<file path="src/rtl/pe_node_if.sv">
// ============================================================================
//  Module   : pe_node_if
//  Brief    : NoC processing-element endpoint. Queues ingress flits, adds
//             DATA_INC to the payload and returns the result to the scheduler
//             node with the original packet number. Optional feature macro:
//             PE_ADDR_CHECK_EN (drop and count misaddressed flits).
//  Revision : 1.0 - initial release
// ============================================================================
`default_nettype none

module pe_node_if #(
    parameter int X_SIZE      = 2,
    parameter int Y_SIZE      = 2,
    parameter int PCK_NUM     = 4,
    parameter int DATA_WIDTH  = 16,
    parameter int TOTAL_WIDTH = 24,
    parameter int X_COORD     = 1,
    parameter int Y_COORD     = 0,
    parameter int RET_X       = 0,
    parameter int RET_Y       = 0,
    parameter int FIFO_AW     = 2,
    parameter int PROC_CYCLES = 2,
    parameter int DATA_INC    = 1
) (
    input  logic                   clk,
    input  logic                   rst,
    input  logic                   i_valid,
    input  logic [TOTAL_WIDTH-1:0] i_data,
    output logic                   o_ready,
    output logic                   o_valid,
    output logic [TOTAL_WIDTH-1:0] o_data,
    input  logic                   i_ready,
    output logic                   o_busy,
    output logic [7:0]             o_drop_cnt
);

    localparam int c_DEPTH    = 2 ** FIFO_AW;
    localparam int c_PCK_LSB  = X_SIZE + Y_SIZE;
    localparam int c_DATA_LSB = c_PCK_LSB + PCK_NUM;
    localparam int c_FIFO_W   = DATA_WIDTH + PCK_NUM;
    localparam int c_CNT_W    = (PROC_CYCLES > 1) ? $clog2(PROC_CYCLES) : 1;

    localparam logic [1:0] c_IDLE    = 2'd0;
    localparam logic [1:0] c_COMPUTE = 2'd1;
    localparam logic [1:0] c_SEND    = 2'd2;

    logic [1:0]             r_state;
    logic [1:0]             w_state_nxt;
    logic [FIFO_AW:0]       r_wr_ptr;
    logic [FIFO_AW:0]       r_rd_ptr;
    logic [c_FIFO_W-1:0]    r_mem [c_DEPTH];
    logic [c_CNT_W-1:0]     r_cnt;
    logic [DATA_WIDTH-1:0]  r_work_data;
    logic [PCK_NUM-1:0]     r_work_pck;
    logic                   r_valid;
    logic [TOTAL_WIDTH-1:0] r_data;
    logic                   w_full;
    logic                   w_empty;
    logic                   w_accept;
    logic                   w_addr_ok;
    logic                   w_push;
    logic                   w_pop;
    logic                   w_load_out;
    logic                   w_send_done;
    logic [c_FIFO_W-1:0]    w_head;
    logic [DATA_WIDTH-1:0]  w_result;

    // Wrap bit distinguishes full from empty when the index bits match.
    assign w_empty  = (r_wr_ptr == r_rd_ptr);
    assign w_full   = (r_wr_ptr[FIFO_AW] != r_rd_ptr[FIFO_AW]) &&
                      (r_wr_ptr[FIFO_AW-1:0] == r_rd_ptr[FIFO_AW-1:0]);
    assign o_ready  = !w_full && !rst;
    assign w_accept = i_valid && o_ready;
    assign w_push   = w_accept && w_addr_ok;
    assign w_head   = r_mem[r_rd_ptr[FIFO_AW-1:0]];
    assign w_result = r_work_data + DATA_WIDTH'(DATA_INC);

    assign o_valid = r_valid;
    assign o_data  = r_data;
    assign o_busy  = (r_state != c_IDLE) || !w_empty;

`ifdef PE_ADDR_CHECK_EN
    logic [7:0] r_drop_cnt;

    assign w_addr_ok = (i_data[X_SIZE-1:0] == X_SIZE'(X_COORD)) &&
                       (i_data[X_SIZE +: Y_SIZE] == Y_SIZE'(Y_COORD));

    always_ff @(posedge clk) begin
        if (rst) begin
            r_drop_cnt <= 8'd0;
        end else if (w_accept && !w_addr_ok && (r_drop_cnt != 8'hFF)) begin
            r_drop_cnt <= r_drop_cnt + 8'd1;
        end
    end

    assign o_drop_cnt = r_drop_cnt;
`else
    assign w_addr_ok  = 1'b1;
    assign o_drop_cnt = 8'd0;
`endif

    always_ff @(posedge clk) begin
        if (rst) begin
            r_state <= c_IDLE;
        end else begin
            r_state <= w_state_nxt;
        end
    end

    always_comb begin
        w_state_nxt = r_state;
        w_pop       = 1'b0;
        w_load_out  = 1'b0;
        w_send_done = 1'b0;
        case (r_state)
            c_IDLE: begin
                if (!w_empty) begin
                    w_pop       = 1'b1;
                    w_state_nxt = c_COMPUTE;
                end
            end
            c_COMPUTE: begin
                if (r_cnt == '0) begin
                    w_load_out  = 1'b1;
                    w_state_nxt = c_SEND;
                end
            end
            c_SEND: begin
                // r_valid is always set in SEND, so i_ready alone completes it.
                if (i_ready) begin
                    w_send_done = 1'b1;
                    if (!w_empty) begin
                        w_pop       = 1'b1;
                        w_state_nxt = c_COMPUTE;
                    end else begin
                        w_state_nxt = c_IDLE;
                    end
                end
            end
            default: w_state_nxt = c_IDLE;
        endcase
    end

    // Storage array carries no reset; pointers alone define its contents.
    always_ff @(posedge clk) begin
        if (w_push) begin
            r_mem[r_wr_ptr[FIFO_AW-1:0]] <= i_data[TOTAL_WIDTH-1:c_PCK_LSB];
        end
    end

    always_ff @(posedge clk) begin
        if (rst) begin
            r_wr_ptr    <= '0;
            r_rd_ptr    <= '0;
            r_cnt       <= '0;
            r_work_data <= '0;
            r_work_pck  <= '0;
            r_valid     <= 1'b0;
            r_data      <= '0;
        end else begin
            if (w_push) begin
                r_wr_ptr <= r_wr_ptr + 1'b1;
            end
            if (w_pop) begin
                r_rd_ptr    <= r_rd_ptr + 1'b1;
                r_work_data <= w_head[c_FIFO_W-1 -: DATA_WIDTH];
                r_work_pck  <= w_head[PCK_NUM-1:0];
                r_cnt       <= c_CNT_W'(PROC_CYCLES - 1);
            end else if ((r_state == c_COMPUTE) && (r_cnt != '0)) begin
                r_cnt <= r_cnt - 1'b1;
            end
            if (w_load_out) begin
                r_valid <= 1'b1;
                r_data  <= {w_result, r_work_pck, Y_SIZE'(RET_Y), X_SIZE'(RET_X)};
            end else if (w_send_done) begin
                r_valid <= 1'b0;
            end
        end
    end

endmodule

`default_nettype wire
</file>
<file path="config.mk">
export PLATFORM = sky130hd
export DESIGN_NAME = pe_node_if
export DESIGN_NICKNAME = d
export VERILOG_FILES = /design/src/rtl/pe_node_if.sv
export SDC_FILE = /design/constraint.sdc
export NUM_CORES = 1
export LEC_CHECK = 0
export CORE_UTILIZATION = 55
export DETAILED_ROUTE_END_ITERATION = 8
export PLACE_DENSITY = 0.79
export RECOVER_POWER = 25
export SYNTH_ARGS = -nofsm -noshare
export SYNTH_HDL_FRONTEND = slang
export SYNTH_SLANG_ARGS = --single-unit
</file>
<file path="constraint.sdc">
create_clock -name clk -period 2.48 [get_ports clk]
set_clock_uncertainty 0.05 [all_clocks]
set_input_delay 0.496 -clock clk [delete_from_list [all_inputs] [get_ports clk]]
set_output_delay 0.496 -clock clk [all_outputs]
set_load 0.02 [all_outputs]
</file>
==> metrics, run 1 <==
Max Cap Viol 0; CP Capture Point o_ready; Post-synth EDFFs 80; CP Capture Type primary output; combinational fraction of design power 27.8%; Clk Tree Root Cell clkbuf_8; vias in the first global route 2935; # clock sinks 130; Yosys reg bits 130; grt ovf 0; Synth Flop Type edfxtp_1; Slowest Stage Delay on Critical Path 0.40 ns; vias 2905; setup bufs post-CTS 0; Fillers 583; critical path class register to primary output; clock slew at reported path FFs 0.06 ns; Iteration-0 DRC Markers 155; Top Family by Delay on Critical Path flip-flops; Pint 5060 µW; Worst IR Drop VDD 472.0 µV; # DRC 0; Worst Path Arrival 1.68 ns; CP max stage cell dfxtp_1; CTS HTree Levels 4; Post-Synthesis Cell Area 5156 µm²; Die Y 98.83 µm; setup TNS 0 ns; CP max FO 4; CTS Buffer Depth 2; Unique masters post-synth 34; WP depth 4; commonest non-fill, non-tap cell in the layout edfxtp_1; RSZ-0062 raised after global routing no; leakage power 0.002226 µW; Final Hold Vio Count 0; Sw Pwr 2177 µW; multi-input combinational cell area 1603 µm²; register area 3405 µm²; # setup viols final 0; Worst Setup Start Kind register; Reg-to-Reg Start r_rd_ptr[1]; final net count 452; die span in x 98.83 µm; Slew @ Worst Pin 0.5936 ns; Routability Congestion 0.7347; fmax 449.6 MHz; Syn Inst Count 358; Clk Latency, worst-skew pair 0.51 ns; Yosys warning total 0; worst reg-to-reg setup slack 0.48 ns; io pins 63; TritonCTS clock tree done; post-route ant nets 0; Place WS 0.2095 ns; Final period util 89.70%; power per standard cell area 1141 nW/µm²; CP cell instances xor2_1 -> nor2_1 -> a21oi_1 -> dlygate4sd2_1; fin worst setup slack 0.2556 ns; final wirelength 8.831 mm; largest net degree at the start of global routing 51; Mapped Avg Cell Area 14.40 µm²; post-DP HPWL 5.479 mm; layout cell share with drive strength beyond 1 15.31%; Vias/cell 5.390; antenna violations before repair 0; R2R depth 6; switching part of the total 30.08%; commonest cells after routing, fill and taps aside edfxtp_1 (80), nor2_1 (49), dfxtp_1 (49); status complete, no violations; core box area 8891 µm²; DR pass1 iterations 4; Starting Density 57.99%; Bufs and invs on worst path 1; asr flop ratio synth 0%; worst hold path type register to register; # rows 34; Total GRT Usage 20.53%; headroom to the max-slew limit 60.33%; antenna cells 0; Clock Power Share 32.0%; Seq/Total Area, Yosys 66.00%; Layout area overhead 23.00%; Flop pwr share 40.2%; I/O Buffers 46; first-pass GRT wire length 14.60 mm; Reg-to-Reg End r_mem[1][8]; Period minus WS final 2.224 ns; Worst Path Required 1.93 ns; DIE AREA 9766 µm²; Slew Viols, Final 0; routed len/inst 16.38 µm; Crit. Startpoint r_wr_ptr[0]; CTS Buf Count 17
==> registers in the layout (all words and copies together) (netlist names) <==
register / flops
r_mem: 80
o_data: 20
r_work_data: 16
r_work_pck: 4
r_rd_ptr: 3
r_wr_ptr: 3
r_state: 2
o_valid: 1
r_cnt: 1
==> per-layer routing <==
metal / GRT usage (%) / wire length, µm
met5: 0 / 0
met2: 33.46 / 4439
met3: 4.681 / 313
met4: 9.989 / 119
met1: 26.19 / 3960
==> worst register-to-register path: stages (launching register included) <==
cell	delay, ns
dfxtp_1	0.33
xor2_1	0.17
buf_4	0.15
o31ai_1	0.49
nor2_1	0.16
and2_1	0.23
buf_12	0.17
==> layout make-up <==
type,count,area share [%]
inverters,7,0.4143
clock buffers,19,6.648
clock inverters,13,2.170
repair buffers,58,9.686
multi-input cells,204,25.27
flip-flops and latches,130,53.68
well taps,108,2.131
==> power by group through the flow <==
stage / Sequential (µW) / Combinational (µW) / Clock (µW)
3_5_place_dp: 2950 / 2030 / 0
6_report: 2910 / 2010 / 2320
2_1_floorplan: 3040 / 1320 / 0
4_1_cts: 2910 / 2040 / 2360
3_3_place_gp: 2930 / 1980 / 0
5_1_grt: 2960 / 2190 / 2460
==> worst min-delay path by stage <==
stage | start | to | cells past startpoint
after floorplan | r_work_pck[0] | o_data[4] | 2
after global placement | o_data[5] | o_data[5] | 2
after detailed placement | o_data[5] | o_data[5] | 2
after CTS | o_data[5] | o_data[5] | 2
after global routing | o_data[4] | o_data[4] | 2
final | o_data[5] | o_data[5] | 2
==> repair_timing <==
action	4_1_cts	5_1_grt
endpoints found under the setup margin	1	1
cloned	0	0
resized for setup	1	2
hold buffers	0	0
==> synthesized netlist by cell type, types with 11 or more instances <==
cell type	count	share of area, %
a211oi_1	14	2.0
a21oi_1	11	1.1
buf_4	12	1.7
clkbuf_1	12	0.87
dfxtp_1	50	19
edfxtp_1	80	47
mux2i_1	22	4.3
mux4_2	20	8.7
nand2_1	16	1.2
nor2_1	50	3.6
xnor2_1	15	2.5
==> logic make-up (layout without fill, tap and decap cells) <==
logic type	after synthesis	after routing	share of synthesized area, %
flops	130	130	66.00
simple gates	92	92	7.911
mux	42	42	13.01
buf+inv	35	97	3.761
compound gates	31	31	4.222
xor+xnor	21	21	3.567
fa+ha+maj	6	6	1.456
other cells	1	12	0.07273
==> per-stage QoR <==
stage	util (%)	instance area, µm²	total power (µW)	instances	hold WS [ns]
CTS	71.29	6339	7313	539	0.4139
floorplan	-	5197	4361	369	0.3816
global route	71.33	6342	7605	539	0.4401
finish	71.33	6342	7238	539	0.4113
global placement	65.02	5781	4908	507	0.3964
detailed placement	65.02	5781	4974	507	0.4086
No activity file was read; power rests on OpenSTA's default activity.
==> run 2: changes to the inputs <==
CAP_MARGIN = 20   (was default)
==> results of run 2 <==
Same layout as run 1: the final DEF is identical, and so are final timing and power.
==> run 3: changes to the inputs <==
CAP_MARGIN = 25   (was 20)
TNS_END_PERCENT = 100   (was default)
==> results of run 3 <==
Same layout as run 1: the final DEF is identical, and so are final timing and power.
